==> config.mk <==
export PLATFORM = sky130hd
export DESIGN_NAME = spi_slave_if_flat
export DESIGN_NICKNAME = d
export VERILOG_FILES = /design/src/rtl/spi_pkg.sv /design/src/rtl/spi_if.sv /design/src/rtl/spi_pin_sync.sv /design/src/rtl/spi_slave_if.sv /design/src/flat_wrapper.sv
export SDC_FILE = /design/constraint.sdc
export NUM_CORES = 1
export LEC_CHECK = 0
export BUFFER_PORTS_ARGS = -buffer_cell sky130_fd_sc_hd__buf_2
export CORE_ASPECT_RATIO = 1.2
export CORE_UTILIZATION = 26
export CTS_CLUSTER_DIAMETER = 50
export DETAILED_ROUTE_END_ITERATION = 12
export MAX_ROUTING_LAYER = met4
export PLACE_DENSITY = 0.56
export SLEW_MARGIN = 20
export SYNTH_ARGS = -nofsm -noshare
export SYNTH_HDL_FRONTEND = slang
export SYNTH_SLANG_ARGS = --single-unit
==> constraint.sdc <==
create_clock -name clk -period 1.5 [get_ports clk]
set_input_delay 0.3 -clock clk [delete_from_list [all_inputs] [get_ports clk]]
set_output_delay 0.3 -clock clk [all_outputs]
set_load 0.05 [all_outputs]
==> src/rtl/spi_pkg.sv <==
// Shared SPI definitions used by the SPI responder and its matching master.
//   SPI_DATA_W          default word width, MSB first
//   spi_state_t         frame state: IDLE (cs high) / ACTIVE (cs low)
//   spi_mode_t          clock mode: cpol (sclk idle level), cpha (sample edge)
//   spi_sample_on_rise  tells whether a mode samples mosi on the rising sclk edge
package spi_pkg;

    localparam int SPI_DATA_W = 8;

    typedef enum logic {
        SPI_IDLE,
        SPI_ACTIVE
    } spi_state_t;

    typedef struct packed {
        logic cpol;
        logic cpha;
    } spi_mode_t;

    // The leading edge rises when cpol=0. cpha=0 samples on the leading edge and
    // cpha=1 on the trailing edge. So sampling is on the rising edge exactly when
    // cpol == cpha: modes 0 and 3 sample on rise, modes 1 and 2 sample on fall.
    function automatic logic spi_sample_on_rise(spi_mode_t mode);
        return ~(mode.cpol ^ mode.cpha);
    endfunction

endpackage

==> src/rtl/spi_if.sv <==
// Word-level data path between the SPI responder and the internal logic.
//   tx_data/tx_valid/tx_ready  next word to send. It is accepted on valid & ready.
//   rx_data/rx_valid           received word plus a one-cycle strobe. There is no backpressure.
// Modports:
//   slave   the SPI responder side, which consumes tx and produces rx.
//   master  the internal logic side, which produces tx and consumes rx.
interface spi_if #(
    parameter int DATA_W = spi_pkg::SPI_DATA_W
);
    import spi_pkg::*;

    logic [DATA_W-1:0] tx_data;
    logic              tx_valid;
    logic              tx_ready;
    logic [DATA_W-1:0] rx_data;
    logic              rx_valid;

    modport slave (
        input  tx_data,
        input  tx_valid,
        output tx_ready,
        output rx_data,
        output rx_valid
    );

    modport master (
        output tx_data,
        output tx_valid,
        input  tx_ready,
        input  rx_data,
        input  rx_valid
    );

endinterface

==> src/rtl/spi_pin_sync.sv <==
// Synchronizer for one asynchronous SPI pin, with registered edge detection.
//   clk, rst   system clock and synchronous active-high reset
//   pin        asynchronous pin input
//   level      synchronized pin value. It is delayed by one extra flop so that it
//              lines up with the edge strobes.
//   rise/fall  one-cycle strobes that mark a level change. They assert in the
//              same cycle as the new level.
// The delay from a pin change to a strobe is SYNC_STAGES+1 clk cycles. SYNC_STAGES must be at least 2.
module spi_pin_sync
    import spi_pkg::*;
#(
    parameter int SYNC_STAGES = 2,
    parameter bit RST_VAL     = 1'b0
) (
    input  logic clk,
    input  logic rst,
    input  logic pin,
    output logic level,
    output logic rise,
    output logic fall
);

    logic [SYNC_STAGES-1:0] sync_q;

    // NOTE: all state uses non-blocking assignments, so every flop in the chain
    // samples its predecessor's pre-edge value. The reset is synchronous and sits
    // inside the clocked block.
    always_ff @(posedge clk) begin
        if (rst) begin
            sync_q <= {SYNC_STAGES{RST_VAL}};
            level  <= RST_VAL;
            rise   <= 1'b0;
            fall   <= 1'b0;
        end else begin
            sync_q <= {sync_q[SYNC_STAGES-2:0], pin};
            level  <= sync_q[SYNC_STAGES-1];
            rise   <=  sync_q[SYNC_STAGES-1] & ~level;
            fall   <= ~sync_q[SYNC_STAGES-1] &  level;
        end
    end

endmodule

==> src/rtl/spi_slave_if.sv <==
// SPI responder. It oversamples sclk, cs and mosi in the clk domain, shifts in
// DATA_W-bit words MSB first, and drives reply words on miso.
//   clk, rst      system clock and synchronous active-high reset
//   cpol, cpha    SPI clock mode. These must be static while cs is high.
//   sclk, cs, mosi  asynchronous SPI pins. cs is active low.
//   miso, miso_oe   reply data (the tx shift register MSB) and its output enable
//   bus (slave)     tx holding-register handshake and rx word strobe
//   tx_underrun     one-cycle pulse when a word load finds the holding register empty
//   frame_err       one-cycle pulse when cs is released in the middle of a word
module spi_slave_if
    import spi_pkg::*;
#(
    parameter int DATA_W      = SPI_DATA_W,
    parameter int SYNC_STAGES = 2
) (
    input  logic   clk,
    input  logic   rst,
    input  logic   cpol,
    input  logic   cpha,
    input  logic   sclk,
    input  logic   cs,
    input  logic   mosi,
    output logic   miso,
    output logic   miso_oe,
    spi_if.slave   bus,
    output logic   tx_underrun,
    output logic   frame_err
);

    localparam int CNT_W = $clog2(DATA_W);

    logic sclk_level, sclk_rise, sclk_fall;
    logic cs_level, cs_rise, cs_fall;
    logic mosi_s, mosi_rise, mosi_fall;

    spi_pin_sync #(.SYNC_STAGES(SYNC_STAGES), .RST_VAL(1'b0)) u_sclk_sync (
        .clk(clk), .rst(rst), .pin(sclk),
        .level(sclk_level), .rise(sclk_rise), .fall(sclk_fall)
    );

    // The cs synchronizer resets to 0, which is the "selected" level. A frame that
    // is still in flight when reset releases therefore gives no falling edge. Only
    // a later high-then-low sequence on cs starts a new frame.
    spi_pin_sync #(.SYNC_STAGES(SYNC_STAGES), .RST_VAL(1'b0)) u_cs_sync (
        .clk(clk), .rst(rst), .pin(cs),
        .level(cs_level), .rise(cs_rise), .fall(cs_fall)
    );

    spi_pin_sync #(.SYNC_STAGES(SYNC_STAGES), .RST_VAL(1'b0)) u_mosi_sync (
        .clk(clk), .rst(rst), .pin(mosi),
        .level(mosi_s), .rise(mosi_rise), .fall(mosi_fall)
    );

    // The design needs only the sclk and cs edges and the mosi level. The other
    // synchronizer outputs are deliberately left unused.
    logic unused_pin_outputs;
    assign unused_pin_outputs = sclk_level ^ cs_level ^ mosi_rise ^ mosi_fall;

    spi_mode_t mode;
    logic      sample_on_rise;
    logic      sample_edge;
    logic      shift_edge;

    assign mode           = '{cpol: cpol, cpha: cpha};
    assign sample_on_rise = spi_sample_on_rise(mode);
    assign sample_edge    = sample_on_rise ? sclk_rise : sclk_fall;
    assign shift_edge     = sample_on_rise ? sclk_fall : sclk_rise;

    spi_state_t        state;
    logic [CNT_W-1:0]  bit_cnt;
    logic              word_done;
    logic [DATA_W-1:0] rx_shift;
    logic [DATA_W-1:0] rx_next;
    logic [DATA_W-1:0] tx_shift;
    logic [DATA_W-1:0] hold_reg;
    logic              hold_full;
    logic              load_word;

    assign rx_next     = {rx_shift[DATA_W-2:0], mosi_s};
    assign miso        = tx_shift[DATA_W-1];
    assign bus.tx_ready = ~hold_full;

    // A word moves from the holding register into the tx shifter at cs fall
    // (cpha=0 only), and at a shift edge that opens a new word. With cpha=0 that
    // is the shift edge after a completed word. With cpha=1 it is the first
    // shift edge of each word.
    // NOTE: every signal written in this always_comb gets a default first, so no latch is inferred.
    always_comb begin
        load_word = 1'b0;
        if (state == SPI_IDLE) begin
            load_word = cs_fall & ~cpha;
        end else if (!cs_rise && shift_edge) begin
            load_word = cpha ? (bit_cnt == '0) : word_done;
        end
    end

    always_ff @(posedge clk) begin
        if (rst) begin
            state        <= SPI_IDLE;
            bit_cnt      <= '0;
            word_done    <= 1'b0;
            rx_shift     <= '0;
            tx_shift     <= '0;
            hold_reg     <= '0;
            hold_full    <= 1'b0;
            miso_oe      <= 1'b0;
            bus.rx_data  <= '0;
            bus.rx_valid <= 1'b0;
            tx_underrun  <= 1'b0;
            frame_err    <= 1'b0;
        end else begin
            bus.rx_valid <= 1'b0;
            tx_underrun  <= 1'b0;
            frame_err    <= 1'b0;

            case (state)
                SPI_IDLE: begin
                    if (cs_fall) begin
                        state     <= SPI_ACTIVE;
                        miso_oe   <= 1'b1;
                        bit_cnt   <= '0;
                        word_done <= 1'b0;
                        rx_shift  <= '0;
                    end
                end

                SPI_ACTIVE: begin
                    // When a cs release arrives in the same cycle as a sample
                    // edge, the release takes priority and the sample is dropped.
                    if (cs_rise) begin
                        state     <= SPI_IDLE;
                        miso_oe   <= 1'b0;
                        bit_cnt   <= '0;
                        word_done <= 1'b0;
                        rx_shift  <= '0;
                        frame_err <= (bit_cnt != '0);
                    end else begin
                        if (sample_edge) begin
                            rx_shift <= rx_next;
                            if (bit_cnt == CNT_W'(DATA_W - 1)) begin
                                bus.rx_data  <= rx_next;
                                bus.rx_valid <= 1'b1;
                                bit_cnt      <= '0;
                                word_done    <= 1'b1;
                            end else begin
                                bit_cnt <= bit_cnt + CNT_W'(1);
                            end
                        end
                        if (shift_edge) begin
                            if (load_word) begin
                                word_done <= 1'b0;
                            end else begin
                                tx_shift <= {tx_shift[DATA_W-2:0], 1'b0};
                            end
                        end
                    end
                end

                default: state <= SPI_IDLE;
            endcase

            if (load_word) begin
                tx_shift    <= hold_full ? hold_reg : '0;
                tx_underrun <= ~hold_full;
                hold_full   <= 1'b0;
            end

            // A capture can coincide only with an underrun load, because
            // tx_ready is low while the holding register is full. The load has
            // already taken the empty register, and this capture refills it.
            if (bus.tx_valid && bus.tx_ready) begin
                hold_reg  <= bus.tx_data;
                hold_full <= 1'b1;
            end
        end
    end

endmodule

==> src/flat_wrapper.sv <==
// flat-port wrapper written by rule: the top's interface ports become plain ports
module spi_slave_if_flat import spi_pkg::*;
#(
    parameter int DATA_W      = SPI_DATA_W,
    parameter int SYNC_STAGES = 2
)
  (clk, rst, cpol, cpha, sclk, cs, mosi, miso, miso_oe, tx_underrun, frame_err, bus_tx_data, bus_tx_valid, bus_tx_ready, bus_rx_data, bus_rx_valid);
  spi_if #(.DATA_W(DATA_W)) bus_i ();
  input  logic clk;
  input  logic rst;
  input  logic cpol;
  input  logic cpha;
  input  logic sclk;
  input  logic cs;
  input  logic mosi;
  output logic miso;
  output logic miso_oe;
  output logic tx_underrun;
  output logic frame_err;
  input wire logic [$bits(bus_i.tx_data)-1:0] bus_tx_data;
  input wire logic [$bits(bus_i.tx_valid)-1:0] bus_tx_valid;
  output wire logic [$bits(bus_i.tx_ready)-1:0] bus_tx_ready;
  output wire logic [$bits(bus_i.rx_data)-1:0] bus_rx_data;
  output wire logic [$bits(bus_i.rx_valid)-1:0] bus_rx_valid;
  assign bus_i.tx_data = bus_tx_data;
  assign bus_i.tx_valid = bus_tx_valid;
  assign bus_tx_ready = bus_i.tx_ready;
  assign bus_rx_data = bus_i.rx_data;
  assign bus_rx_valid = bus_i.rx_valid;
  spi_slave_if #(.DATA_W(DATA_W), .SYNC_STAGES(SYNC_STAGES)) u_core (.clk(clk), .rst(rst), .cpol(cpol), .cpha(cpha), .sclk(sclk), .cs(cs), .mosi(mosi), .miso(miso), .miso_oe(miso_oe), .bus(bus_i), .tx_underrun(tx_underrun), .frame_err(frame_err));
endmodule
==> out/results.tsv, run 1 <==
metric	value	unit
status	finished clean	
hold_path_depth	2	
p_sw	0.0006330	W
die_x	86.11	um
hp-class	in -> reg	
ctsRootBufferMaster	clkbuf_8	
fillCellCount	885	
die_area	8863	um2
drive_above_1_share	0.2947	
leakagePower	1.140	nW
synth_seq_area_share	0.4898	
htree_levels	2	
synth_area_leaders	dfxtp_1 (49%), a21oi_1 (5.9%), a22o_1 (5.2%)	
rsz0062_at_grt	true	
r2r-end	u_core.tx_shift[1]	
synth_seq_cells	54	
placed_cell_area	2625	um2
grt_pass1_vias	1754	
insertion_delay	0.31	ns
critPathLaunchType	flop	
p_comb_frac	0.079	
wire_per_inst	12.77	um
antenna_found_initial	0	
dp_hpwl	3.717	mm
vdd_drop_max	0.3743	mV
io_pins	30	
required	1.70	ns
end_kind	flop	
cap_violations	0	
fin_crit	1.486	ns
regArea	1085	um2
first_pass_iters	5	
overflow	0	
cts_sinks	54	
powerDensity	967.3	nW/um2
crit_path_cell_trace	inv_2 -> ha_4 -> nand3b_1 -> buf_2 -> a22o_1 -> o21ai_1 -> o22ai_1	
power.internal	0.002111	W
drc	0	
crit_fanout	4	
cts_tree	yes	
grt_pass1_wl	8.342	mm
synth_top_cell_by_area	dfxtp_1	
synth_cells	235	
diodes	0	
multi_input_area	1096	um2
synth_ff_type	dfxtp_1	
hold_viol_final	0	
swShare	0.2307	
port_buffers	29	
worstRegToRegCells	7	
crit_type	reg -> reg	
worst_pin_slew	0.3346	ns
numCtsBuffers	5	
grtUsageTotal	0.1241	
ff2ff_setup_slack	0.01	ns
async_flop_share	0	
critPathMaxStageDelay	0.35	ns
relSlewSlack	0.7762	
synth_cell_types	39	
core	8198	um2
synth_edf_count	0	
setup_viol	0	
syn_nets	254	
synth_most_common_cell	dfxtp_1	
gp_congestion	0.8044	
synthToLayoutAreaGrowth	28.51	%
min_to	u_core.u_mosi_sync.sync_q[0]	
cts_hold_buf	0	
syn_area_per_cell	9.392	um2
cpMaxStageDelayCell	dfxtp_2	
netlist_top_cells_count	dfxtp_1 (54), nand2_1 (27), a21oi_1 (26), nor2b_1 (16), a22o_1 (13)	
synth_top_cell_area_share	0.4898	
num_vias	1815	
drtAntennaViolNets	0	
holdWs	0.1948	ns
min_from	mosi	
clock_skew	0.01034	ns
grt_max_degree	18	
maxSlewViolCount	0	
clk_pin_slew	0.10	ns
p_clk_frac	0.380	
min_period_over_period	0.9909	
synth_area	2207	um2
start_util	0.2692	
r2r_start	u_core.bit_cnt[0]	
yosys_warnings	0	
via_per_inst	4.549	
clock_path_buffers	2	
max_freq	672.8	MHz
die-height	102.9	um
rows	36	
cp_data_arrival_time	1.68	ns
drt_wl_total	5.095	mm
fin_area	2836	um2
drt_iter0_drc	32	
fin_nets	303	
seqPwrFrac	0.541	
==> stage by stage <==
stage,power [W],TNS [ns],utilization,std cells,setup WS (ns)
finish,0.002744,0,0.3460,399,0.01371
global route,0.002875,-0.2420,0.3460,399,-0.06656
CTS,0.002776,0,0.3352,396,0.01653
detailed placement,0.001726,-1.819,0.3202,388,-0.1316
global placement,0.001723,-1.450,0.3202,388,-0.09115
floorplan,0.001640,0,-,235,0.04362
==> power groups by stage <==
stage / Clock [W] / Sequential [W] / Combinational, W
floorplan: 0 / 0.00151 / 0.000132
global placement: 0 / 0.00152 / 0.000206
detailed placement: 0 / 0.00152 / 0.000208
CTS: 0.00108 / 0.00149 / 0.000208
global route: 0.00115 / 0.00149 / 0.000238
finish: 0.00104 / 0.00149 / 0.000216
==> kinds of logic (layout without fill, tap and decap cells) <==
kind of cell,count (synthesis),count (layout),synth area share
compound gates,71,71,0.2194
xor+xnor,1,1,0.01247
fa+ha+maj,3,3,0.01701
buf+inv,22,72,0.04251
flops,54,54,0.4898
mux,9,9,0.04308
simple gates,75,75,0.1757
==> worst max-delay path by stage <==
| stage | start | endpoint | cells past startpoint |
|---|---|---|---|
| final | u_core.bit_cnt[0] | u_core.tx_shift[1] | 7 |
| after global routing | u_core.bit_cnt[0] | u_core.tx_shift[1] | 7 |
| after CTS | u_core.bit_cnt[0] | u_core.tx_shift[2] | 7 |
| after detailed placement | cpol | u_core.tx_shift[3] | 8 |
| after global placement | cpol | u_core.rx_shift[6] | 6 |
| after floorplan | u_core.bit_cnt[0] | u_core.tx_shift[5] | 6 |
==> cells in the final DEF, fill, tap and decap left out, types with 2 or more instances in the layout <==
cell      synthesis  final
dfxtp_1          54     51
nand2_1          27     26
mux2i_1           7      7
ha_1              3      2
nor3b_1           2      2
nor2_1            5      4
buf_4             0     22
buf_2             3     30
dfxtp_2           0      3
a41oi_1           4      2
nor2b_1          16     16
nand3b_1          3      3
inv_1             9      8
a22o_1           13     13
a21oi_1          26     26
o21ai_1           9     11
clkbuf_8          0      6
nand4_1           2      2
o31ai_1           2      2
a311oi_2          2      2
buf_6             1      2
nand3_1           9      8
a41oi_2           0      2
o22ai_1           5      5
nor3_1            2      2
nand2b_1          3      2
and2_1            2      2
==> routing by layer <==
layer  vias to the layer above  global-route usage  wire, um
met5                         -                   -         0
met4                         0             0.03846        53
met3                         5             0.02242       137
li1                        936                   -         -
met1                       848              0.1408      2259
met2                        26              0.2216      2645
==> area by class of cell <==
class | instances | share of cell area
clock buffer | 6 | 0.02911
clock inverter | 2 | 0.01367
inverter | 9 | 0.01191
multi-input combinational | 159 | 0.3864
sequential | 54 | 0.3824
tap | 114 | 0.05029
timing repair buffer | 55 | 0.1262
==> critical path, delay by kind of cell, from the launching register on <==
kind | cells | cell delay (ns)
compound gates | 3 | 0.44
fa+ha+maj | 1 | 0.13
buf+inv | 2 | 0.29
flops | 1 | 0.35
simple gates | 1 | 0.17
==> timing repair <==
item / 4_1_cts / 5_1_grt
setup buffers: 0 / 2
pin swaps: 0 / 4
cloned: 0 / 1
resized for setup: 1 / 19
endpoints found under the setup margin: 1 / 16
Note: power is estimated with default switching activity, not from simulation.
==> inputs of run 2 (changes only) <==
--- a/config.mk
+++ b/config.mk
@@ -11,7 +11,7 @@
 export CTS_CLUSTER_DIAMETER = 50
 export DETAILED_ROUTE_END_ITERATION = 12
 export MAX_ROUTING_LAYER = met4
-export PLACE_DENSITY = 0.56
+export PLACE_DENSITY = 0.54
 export SLEW_MARGIN = 20
 export SYNTH_ARGS = -nofsm -noshare
 export SYNTH_HDL_FRONTEND = slang
==> constraint.sdc (replaced) <==
create_clock -name clk -period 1.7 [get_ports clk]
set_input_delay 0.255 -clock clk [delete_from_list [all_inputs] [get_ports clk]]
set_output_delay 0.255 -clock clk [all_outputs]
set_load 0.05 [all_outputs]
==> run 2 against run 1 <==
Combinational power fell by 18%. Cell count fell by 2.3%. Via count fell by 0.99%. Critical path depth fell by 1. Final area fell by 6.1%. Routed wire length fell by 0.53%. First-iteration DRC count rose by 72%. Critical path type unchanged. Largest power group unchanged.
==> out/results.tsv, run 2 (synthesis gave the netlist of run 1 again) <==
metric	value	unit	change
clock_skew	0.007299	ns	-0.003040 ns
gp_congestion	0.7693		-4.4%
rows	36		unchanged
grtUsageTotal	0.1288		+0.004659
path_buf_inv	1		-1
die_area	8863	um2	unchanged
overflow	0		unchanged
p_comb_frac	0.079		about the same
seqPwrFrac	0.580		+0.039
wire_per_inst	12.99	um	+1.8%
critPathMaxStageDelay	0.37	ns	+0.02 ns
fin_crit	1.522	ns	+0.03620 ns
grt_max_degree	23		+5
gr-usage-met1	0.1567		+0.01591
leakagePower	1.066	nW	-6.5%
drt_wl_total	5.068	mm	-0.53%
rsz0062_at_grt	false		
relSlewSlack	0.7035		-0.07266
setup_viol	0		unchanged
cap_violations	0		unchanged
cpMaxStageDelayCell	dfxtp_1		
p_clk_frac	0.340		-0.040
regArea	1081	um2	-0.35%
vdd_drop_max	0.3463	mV	-7.5%
synthToLayoutAreaGrowth	20.63	%	
num_vias	1797		-0.99%
crit_type	reg -> reg		
max_freq	656.8	MHz	-2.4%
worst_pin_slew	0.4417	ns	+0.1071 ns
io_pins	30		unchanged
cts_sinks	54		unchanged
p_sw	0.0005475	W	-14%
crit_path_cell_trace	inv_1 -> ha_1 -> nand3b_1 -> nand3_1 -> o221ai_1 -> o22ai_1		
r2r_start	u_core.bit_cnt[0]		
drc	0		unchanged
critPathLaunchType	flop		
fin_nets	294		-3.0%
post-cts-setup-buffers	0		unchanged
clk_pin_slew	0.10	ns	about the same
die_x	86.11	um	unchanged
grt_pass1_vias	1749		-0.29%
core	8198	um2	unchanged
setup_ws	0.1775	ns	+0.1638 ns
r2r-end	u_core.tx_shift[5]		
first_pass_iters	4		-1
diodes	0		unchanged
fillCellCount	885		unchanged
antenna_found_initial	0		unchanged
cts_resized	0		-1
port_buffers	29		unchanged
hold_viol_final	0		unchanged
worstRegToRegCells	6		-1
preCtsSetupSlack	0.09153	ns	+0.2231 ns
crit_fanout	7		+3
min_period_over_period	0.8956		-0.09528
drive_above_1_share	0.2246		-0.07010
powerDensity	845.7	nW/um2	-13%
drtAntennaViolNets	0		unchanged
busiest_layer	met2		
grt_pass1_wl	8.604	mm	+3.1%
drt_iter0_drc	55		+72%
hp-class	in -> reg		
insertion_delay	0.31	ns	about the same
min_from	mosi		
htree_levels	2		unchanged
power.internal	0.001704	W	-19%
crit_family	compound AO/OA/AOI/OAI gates		
status	finished clean		
fin_setup_tns	0	ns	unchanged
final_common_cell	dfxtp_1		
swShare	0.2431		+0.01243
numCtsBuffers	5		unchanged
clock_path_buffers	2		unchanged
die-height	102.9	um	unchanged
grt_use_met3	0.02482		+0.002402
maxSlewViolCount	0		unchanged
cts_tree	yes		
min_to	u_core.u_mosi_sync.sync_q[0]		
final_cell_mix	dfxtp_1 (54), buf_2 (29), nand2_1 (27), a21oi_1 (26), buf_4 (17)		
use_met2	0.2106		-0.01099
multi_input_area	1032	um2	-5.8%
ff2ff_setup_slack	0.18	ns	+0.16 ns
dp_hpwl	3.632	mm	-2.3%
end_kind	flop		
hold_path_depth	2		unchanged
cp_data_arrival_time	1.71	ns	+0.03 ns
ctsRootBufferMaster	clkbuf_8		
start_util	0.2692		unchanged
cts_hold_buf	0		unchanged
required	1.89	ns	+0.19 ns
via_per_inst	4.608		+1.3%
## run 2: changes by cell type in the layout (fill, tap and decap cells not counted), moves of 3 or more
cell / previous run / this run
dfxtp_1: 51 / 54
o21ai_0: 1 / 4
dfxtp_2: 3 / 0
buf_4: 22 / 17
## run 2: power by group through the flow
stage	logic, W	registers [W]	clock network, W
CTS	0.000180	0.00131	0.000796
global placement	0.000178	0.00134	0
finish	0.000178	0.00131	0.000766
detailed placement	0.000180	0.00134	0
floorplan	0.000116	0.00133	0
global route	0.000197	0.00131	0.000848
## run 2: layout make-up
cell class,count,share of cell area
clock inverter,2,0.006579
sequential,54,0.4060
tap,114,0.05357
timing repair buffer,46,0.1024
clock buffer,6,0.03102
inverter,9,0.01269
multi-input combinational,159,0.3877
## run 2: worst reg2reg max path: stages (launching register included)
cell and delay (ns):
dfxtp_1 0.37, inv_1 0.07, ha_1 0.20, nand3b_1 0.10
nand3_1 0.27, o221ai_1 0.27, o22ai_1 0.11
## run 2: per-stage QoR
stage	cells	area, um2	hold WS, ns	total power [W]	util
6_report	390	2663	0.1404	0.002252	0.3248
3_3_place_gp	382	2562	0.3893	0.001514	0.3126
4_1_cts	390	2663	0.1354	0.002284	0.3248
2_1_floorplan	235	2207	0.3832	0.001447	-
3_5_place_dp	382	2562	0.3974	0.001517	0.3126
5_1_grt	390	2663	0.1340	0.002356	0.3248
## run 2: how the worst max path moves through the flow
stage	depth (start not counted)	startpoint	slack (ns)	endpoint
3_5_place_dp	5	cpha	0.09	u_core.bit_cnt[0]
4_1_cts	6	u_core.bit_cnt[0]	0.16	u_core.tx_shift[5]
2_1_floorplan	6	u_core.bit_cnt[0]	0.16	u_core.tx_shift[5]
6_report	6	u_core.bit_cnt[0]	0.18	u_core.tx_shift[5]
5_1_grt	6	u_core.bit_cnt[0]	0.03	u_core.tx_shift[5]
3_3_place_gp	5	cpha	0.12	u_core.bit_cnt[0]
## run 2: per-layer routing
layer	vias up	part of all wire
met5	-	0
met4	0	0.014
met3	5	0.028
met2	25	0.49
met1	844	0.46
li1	923	-
